`config.mk`:
```
export PLATFORM = sky130hd
export DESIGN_NAME = serial_mem_responder
export DESIGN_NICKNAME = d
export VERILOG_FILES = /design/src/rtl/serial_mem_pkg.sv /design/src/rtl/word_ram.sv /design/src/rtl/serial_mem_responder.sv
export SDC_FILE = /design/constraint.sdc
export NUM_CORES = 2
export LEC_CHECK = 0
export CORE_MARGIN = 1.5
export CORE_UTILIZATION = 55
export CTS_CLUSTER_SIZE = 14
export DETAILED_ROUTE_END_ITERATION = 8
export PLACE_DENSITY_LB_ADDON = 0.08
export SLEW_MARGIN = 10
export SYNTH_ARGS = -nofsm -noshare
export SYNTH_HDL_FRONTEND = slang
export SYNTH_SLANG_ARGS = --single-unit
```
`constraint.sdc`:
```
create_clock -name clk -period 7.4 [get_ports clk]
set_input_delay 0.74 -clock clk [delete_from_list [all_inputs] [get_ports clk]]
set_output_delay 0.74 -clock clk [all_outputs]
set_load 0.01 [all_outputs]
```
`src/rtl/serial_mem_pkg.sv`:
```
// serial_mem_pkg
//   Shared definitions for the byte-serial memory responder:
//   - command byte encodings recognised at the start of a frame
//   - default acknowledge byte returned after a write
//   - FSM state encoding
package serial_mem_pkg;

  localparam logic [7:0] CMD_READ         = 8'h01;
  localparam logic [7:0] CMD_WRITE        = 8'h02;
  localparam logic [7:0] DEFAULT_ACK_BYTE = 8'hA5;

  typedef enum logic [3:0] {
    IDLE,
    ADDR_HI,
    ADDR_LO,
    DATA_HI,
    DATA_LO,
    RD_FETCH,
    WR_COMMIT,
    TX_HI,
    TX_LO,
    TX_ACK
  } smr_state_t;

endpackage

```
`src/rtl/word_ram.sv`:
```
// word_ram
//   16-bit wide single-port synchronous RAM, 2**ADDR_W words.
//   Read is registered (data appears the cycle after the address);
//   a write in the same cycle returns the old contents on rdata.
//   Contents are never reset.
// Ports:
//   clk    in   clock
//   we     in   write enable
//   addr   in   word address [ADDR_W-1:0]
//   wdata  in   write data [15:0]
//   rdata  out  registered read data [15:0]
module word_ram #(
  parameter int ADDR_W = 8
) (
  input  logic              clk,
  input  logic              we,
  input  logic [ADDR_W-1:0] addr,
  input  logic [15:0]       wdata,
  output logic [15:0]       rdata
);

  logic [15:0] mem [2**ADDR_W];

  always_ff @(posedge clk) begin
    if (we) begin
      mem[addr] <= wdata;
    end
    rdata <= mem[addr];
  end

endmodule

```
`src/rtl/serial_mem_responder.sv`:
```
// serial_mem_responder
//   Byte-serial memory endpoint for the CPU's 8-bit serial bus. Accepts
//   frames {cmd, addr_hi, addr_lo [, data_hi, data_lo]}, performs 16-bit
//   word reads/writes on an internal RAM and returns the response bytes
//   (read word high-then-low, or ACK_BYTE after a write) over a
//   valid/ready handshake.
// Ports:
//   clk       in   clock, all state on rising edge
//   rst_n     in   asynchronous active-low reset
//   rx_byte   in   [7:0] byte from the CPU
//   rx_valid  in   rx_byte valid strobe
//   tx_byte   out  [7:0] response byte
//   tx_valid  out  response byte valid, held until accepted
//   tx_ready  in   CPU accepts tx_byte when tx_valid && tx_ready
//   busy      out  high whenever a frame is in progress
//   err       out  one-cycle pulse after a bad command or a byte that
//                  arrives while a frame is being serviced
module serial_mem_responder
  import serial_mem_pkg::*;
#(
  parameter int         ADDR_W   = 8,
  parameter logic [7:0] ACK_BYTE = DEFAULT_ACK_BYTE
) (
  input  logic       clk,
  input  logic       rst_n,
  input  logic [7:0] rx_byte,
  input  logic       rx_valid,
  output logic [7:0] tx_byte,
  output logic       tx_valid,
  input  logic       tx_ready,
  output logic       busy,
  output logic       err
);

  smr_state_t        state_reg, state_next;
  logic              is_write_reg, is_write_next;
  logic [15:0]       addr_reg, addr_next;
  logic [15:0]       data_reg, data_next;
  logic [7:0]        tx_byte_reg, tx_byte_next;
  logic              err_reg, err_next;

  logic              ram_we;
  logic [ADDR_W-1:0] ram_addr;
  logic [15:0]       ram_rdata;
  logic              tx_fire;

  word_ram #(
    .ADDR_W (ADDR_W)
  ) u_ram (
    .clk   (clk),
    .we    (ram_we),
    .addr  (ram_addr),
    .wdata (data_reg),
    .rdata (ram_rdata)
  );

  assign tx_valid = (state_reg == TX_HI) || (state_reg == TX_LO) || (state_reg == TX_ACK);
  assign busy     = (state_reg != IDLE);
  assign tx_byte  = tx_byte_reg;
  assign err      = err_reg;
  assign tx_fire  = tx_valid && tx_ready;

  always_ff @(posedge clk or negedge rst_n) begin
    if (!rst_n) begin
      state_reg    <= IDLE;
      is_write_reg <= 1'b0;
      addr_reg     <= 16'h0000;
      data_reg     <= 16'h0000;
      tx_byte_reg  <= 8'h00;
      err_reg      <= 1'b0;
    end else begin
      state_reg    <= state_next;
      is_write_reg <= is_write_next;
      addr_reg     <= addr_next;
      data_reg     <= data_next;
      tx_byte_reg  <= tx_byte_next;
      err_reg      <= err_next;
    end
  end

  always_comb begin
    state_next    = state_reg;
    is_write_next = is_write_reg;
    addr_next     = addr_reg;
    data_next     = data_reg;
    tx_byte_next  = tx_byte_reg;
    err_next      = 1'b0;
    ram_we        = 1'b0;
    // Upper address bits beyond ADDR_W are dropped: addresses wrap.
    ram_addr      = ADDR_W'(addr_reg);

    unique case (state_reg)
      IDLE: begin
        if (rx_valid) begin
          if (rx_byte == CMD_READ || rx_byte == CMD_WRITE) begin
            is_write_next = (rx_byte == CMD_WRITE);
            state_next    = ADDR_HI;
          end else begin
            err_next = 1'b1;
          end
        end
      end

      ADDR_HI: begin
        if (rx_valid) begin
          addr_next[15:8] = rx_byte;
          state_next      = ADDR_LO;
        end
      end

      ADDR_LO: begin
        // Present the full address straight from the incoming byte so the
        // registered RAM read completes by RD_FETCH; this is what lets the
        // high byte be loaded into tx_byte one cycle later.
        ram_addr = ADDR_W'({addr_reg[15:8], rx_byte});
        if (rx_valid) begin
          addr_next[7:0] = rx_byte;
          state_next     = is_write_reg ? DATA_HI : RD_FETCH;
        end
      end

      DATA_HI: begin
        if (rx_valid) begin
          data_next[15:8] = rx_byte;
          state_next      = DATA_LO;
        end
      end

      DATA_LO: begin
        if (rx_valid) begin
          data_next[7:0] = rx_byte;
          state_next     = WR_COMMIT;
        end
      end

      RD_FETCH: begin
        err_next     = rx_valid;
        data_next    = ram_rdata;
        tx_byte_next = ram_rdata[15:8];
        state_next   = TX_HI;
      end

      WR_COMMIT: begin
        err_next     = rx_valid;
        ram_we       = 1'b1;
        tx_byte_next = ACK_BYTE;
        state_next   = TX_ACK;
      end

      TX_HI: begin
        err_next = rx_valid;
        if (tx_fire) begin
          tx_byte_next = data_reg[7:0];
          state_next   = TX_LO;
        end
      end

      TX_LO, TX_ACK: begin
        err_next = rx_valid;
        if (tx_fire) begin
          state_next = IDLE;
        end
      end

      default: begin
        state_next = IDLE;
      end
    endcase
  end

endmodule

```
==> results by group <==
Critical path
  • R2R depth: 12
  • Reg2Reg Setup Slack: 760 ps
  • Required time of the critical path: 8210 ps
  • Crit path launch type: flip-flop
  • Setup Crit Path Kind: flip-flop to flip-flop
  • R2r startpoint: state_reg[1]$_DFFE_PN0P_
  • R2r endpoint: u_ram.rdata[11]$_DFF_P_
  • Critical path arrival: 7440 ps
  • Type of destination of the critical path: flip-flop
  • CP max FO: 41

Timing
  • Hold slack final: 462 ps
  • RSZ-0062 raised after global routing: no
  • Tightest Pin Transition: 1400 ps
  • Final Hold Viols: 0
  • Final setup TNS: 0 ps
  • Slew HR: 5.46%
  • Pins Over Slew Limit: 0
  • Period minus WS final: 6640 ps
  • Highest clock rate: 151 MHz
  • Setup Skew: 43.8 ps
  • Tcrit/Tclk final: 89.7%
  • Final setup viols: 0

Clock network
  • TritonCTS buffer count: 414
  • Worst skew pair latency: 960 ps
  • TritonCTS Sinks: 4150
  • Clock tree buffer depth: 4
  • CTS clk-pin slew, worst paths: 60 ps
  • Max H-tree Level: 5
  • # resized after CTS: 0
  • Root Driver: clkbuf_16
  • TritonCTS clock tree: built

Final layout
  • Fill count: 20100
  • Max FFs per register: 4096
  • Sequential Area: 124000 um2
  • Share of cells above drive strength 1: 13.4%
  • Final core occ: 62.6%
  • Post-layout nets: 9037
  • Multi-input gate area: 32600 um2
  • Area Growth Syn to Fin: 13.3%

Logic synthesis
  • Synth Area per Inst: 18.5 um2
  • Mapped Nets: 8587
  • Yosys warning count: 0
  • Syn Inst Count: 8575
  • Seq/Total Area, Yosys: 78.2%
  • Synth Cell Area: 159000 um2
  • Number of distinct library cells after synthesis: 48
  • Flops & latches, synth: 4150

Floorplan
  • Starting Density: 55.2%
  • Core area: 288000 um2
  • Die Span Y: 540 um
  • Die width: 540 um
  • Io pins: 23
  • DIE AREA: 292000 um2
  • FP Rows: 197

Detailed routing
  • Via density: 6.40
  • Vias: 84300
  • First-pass DRT Iterations: 8
  • Final ANT Viol Nets: 0
  • Initial DRC count: 10000
  • Wirelength, routed: 431000 um
  • DRC errors left: 0
  • Wirelength per Cell: 32.7 um

Global routing
  • Overflow after GRT: 0
  • Largest net degree at the start of global routing: 194
  • Total Routing Usage GR: 29.1%
  • Initial antenna violation count: 23
  • Global-route wire length before repair: 605000 um
  • Vias in the first global route: 81000

Placement
  • Final Wtd Congestion: 0.853
  • Hpwl dp: 251000 um
  • Port Buffers: 22

Job
  • Max_cap viols: 0

Worst hold path
  • Worst hold path type: primary input to asynchronous set/reset pin

Power and ir drop
  • Leak: 64.2 nW
  • Maximum VDD drop: 0.000556 V
  • Pwr dens: 407 nW/um2

Status
  • Status: complete, no violations
Yosys cell counts, drive strengths merged:
master  number  area (um2)
and3         5        31.3
o21ai       22         110
o41ai      256        2240
dfxtp       16         320
nand2       61         234
nor4         2        12.5
o31ai        1        7.51
nand2b      10        62.6
and2         1        6.26
nor3b        2        15.0
buf        319        1650
dfrtp       38         951
o221ai       1        8.76
mux2i     2061       20600
a21boi       1        7.51
or3          1        6.26
a31o         1        8.76
nor4b        3        41.3
nand3        2        10.0
a21o         1        7.51
inv          9        33.8
nor2       281        1050
clkbuf     218         818
edfxtp    4096      123000
nand3b       9        67.6
xor2         1        8.76
a222oi       8        80.1
and3b        1        8.76
a41oi       64         561
nand4        1        6.26
a31oi        3        18.8
o21a         1        7.51
a21oi       16        80.1
nor3         5        25.0
or4b         1        13.8
mux2         9         109
and4         1        8.76
nor2b        4        25.0
or2          2        12.5
or4         16         120
o22ai     1025        6410
cells by family after synthesis:
group	count (synthesis)	share of synthesized area, %
AOI/OAI and AO/OA	1400	6.01
xor gates and xnor gates	1	0.00552
buffers and inverters	546	1.58
DFF	4150	78.2
muxes	2070	13.1
and+or+nand+nor	408	1.11
report_power, final:
part,internal (mW),total (mW),switching [mW]
sequential,29.2,30.4,1.16
clock,11.8,20.5,8.67
combinational,7.24,22.4,15.1
through the flow:
stage                     power [mW]  setup slack [ps]  cell area (um2)  instances
final                           73.2               765           180000      13200
after global routing            75.2               578           180000      13200
after CTS                       73.3               736           180000      13200
after detailed placement        53.1               650           167000      12400
after global placement          52.6               369           167000      12400
after floorplan                 44.0              3400           159000       8575
cells in the final DEF, fill, tap and decap left out, types with 8 or more instances in the layout:
master and instances:
o41ai_1 227, inv_1 9, a222oi_1 8, edfxtp_1 4096
clkbuf_8 8, buf_12 54, dfxtp_1 16, a21oi_1 15
nand2b_1 10, inv_6 11, o41ai_2 29, nand2_1 34
nand2_2 16, a41oi_1 59, or4_1 16, o22ai_1 1025
nor2_2 34, nor2_1 247, clkinvlp_4 8, nand2_4 9
dfrtp_4 16, o21ai_0 21, buf_4 494, clkinv_1 104
bufinv_16 40, dfrtp_1 22, clkbuf_1 87, clkbuf_16 417
mux2i_1 2060, clkdlybuf4s50_1 21, clkinv_2 77, diode_2 15
nand3b_1 9
how the worst max path moves through the flow:
stage | from | endpoint | depth (start not counted)
final | state_reg[1]$_DFFE_PN0P_ | u_ram.rdata[11]$_DFF_P_ | 12
after global routing | state_reg[0]$_DFFE_PN0P_ | u_ram.rdata[11]$_DFF_P_ | 12
after CTS | state_reg[0]$_DFFE_PN0P_ | u_ram.rdata[11]$_DFF_P_ | 12
after detailed placement | rx_byte[0] | u_ram.rdata[11]$_DFF_P_ | 11
after global placement | rx_byte[0] | u_ram.rdata[15]$_DFF_P_ | 11
after floorplan | data_reg[1]$_DFFE_PN0P_ | u_ram.mem[0][1]$_DFFE_PP_ | 0
what timing repair did:
action,CTS,global route
hold buffers,1,0
buffers inserted,0,0
endpoints found under the hold margin,38,0
worst max-delay path, cell delays in order (launching register included):
cell and delay (ps):
dfrtp_1 680, nor4b_4 290, buf_4 290, mux2i_4 720
buf_12 360, buf_12 320, buf_4 470, buf_4 410
mux2i_1 250, o22ai_1 100, o41ai_1 1060, a41oi_1 780
or4_1 620
per-layer routing:
layer	wire (um)	up-vias	track usage, %
met5	218	-	0.230
met4	16100	20	10.1
met3	32700	685	4.38
met2	205000	3578	46.2
met1	177000	43900	41.3
li1	-	36100	-
cell type report:
type                       count  share of cell area [%]
antenna                       15                  0.0209
clock buffer                 512                    6.04
clock inverter               249                    1.28
inverter                       9                  0.0188
multi-input combinational   3879                    18.1
sequential                  4150                    69.1
tap                         3781                    2.63
timing repair buffer         571                    2.79
Note: power is estimated with default switching activity, not from simulation.
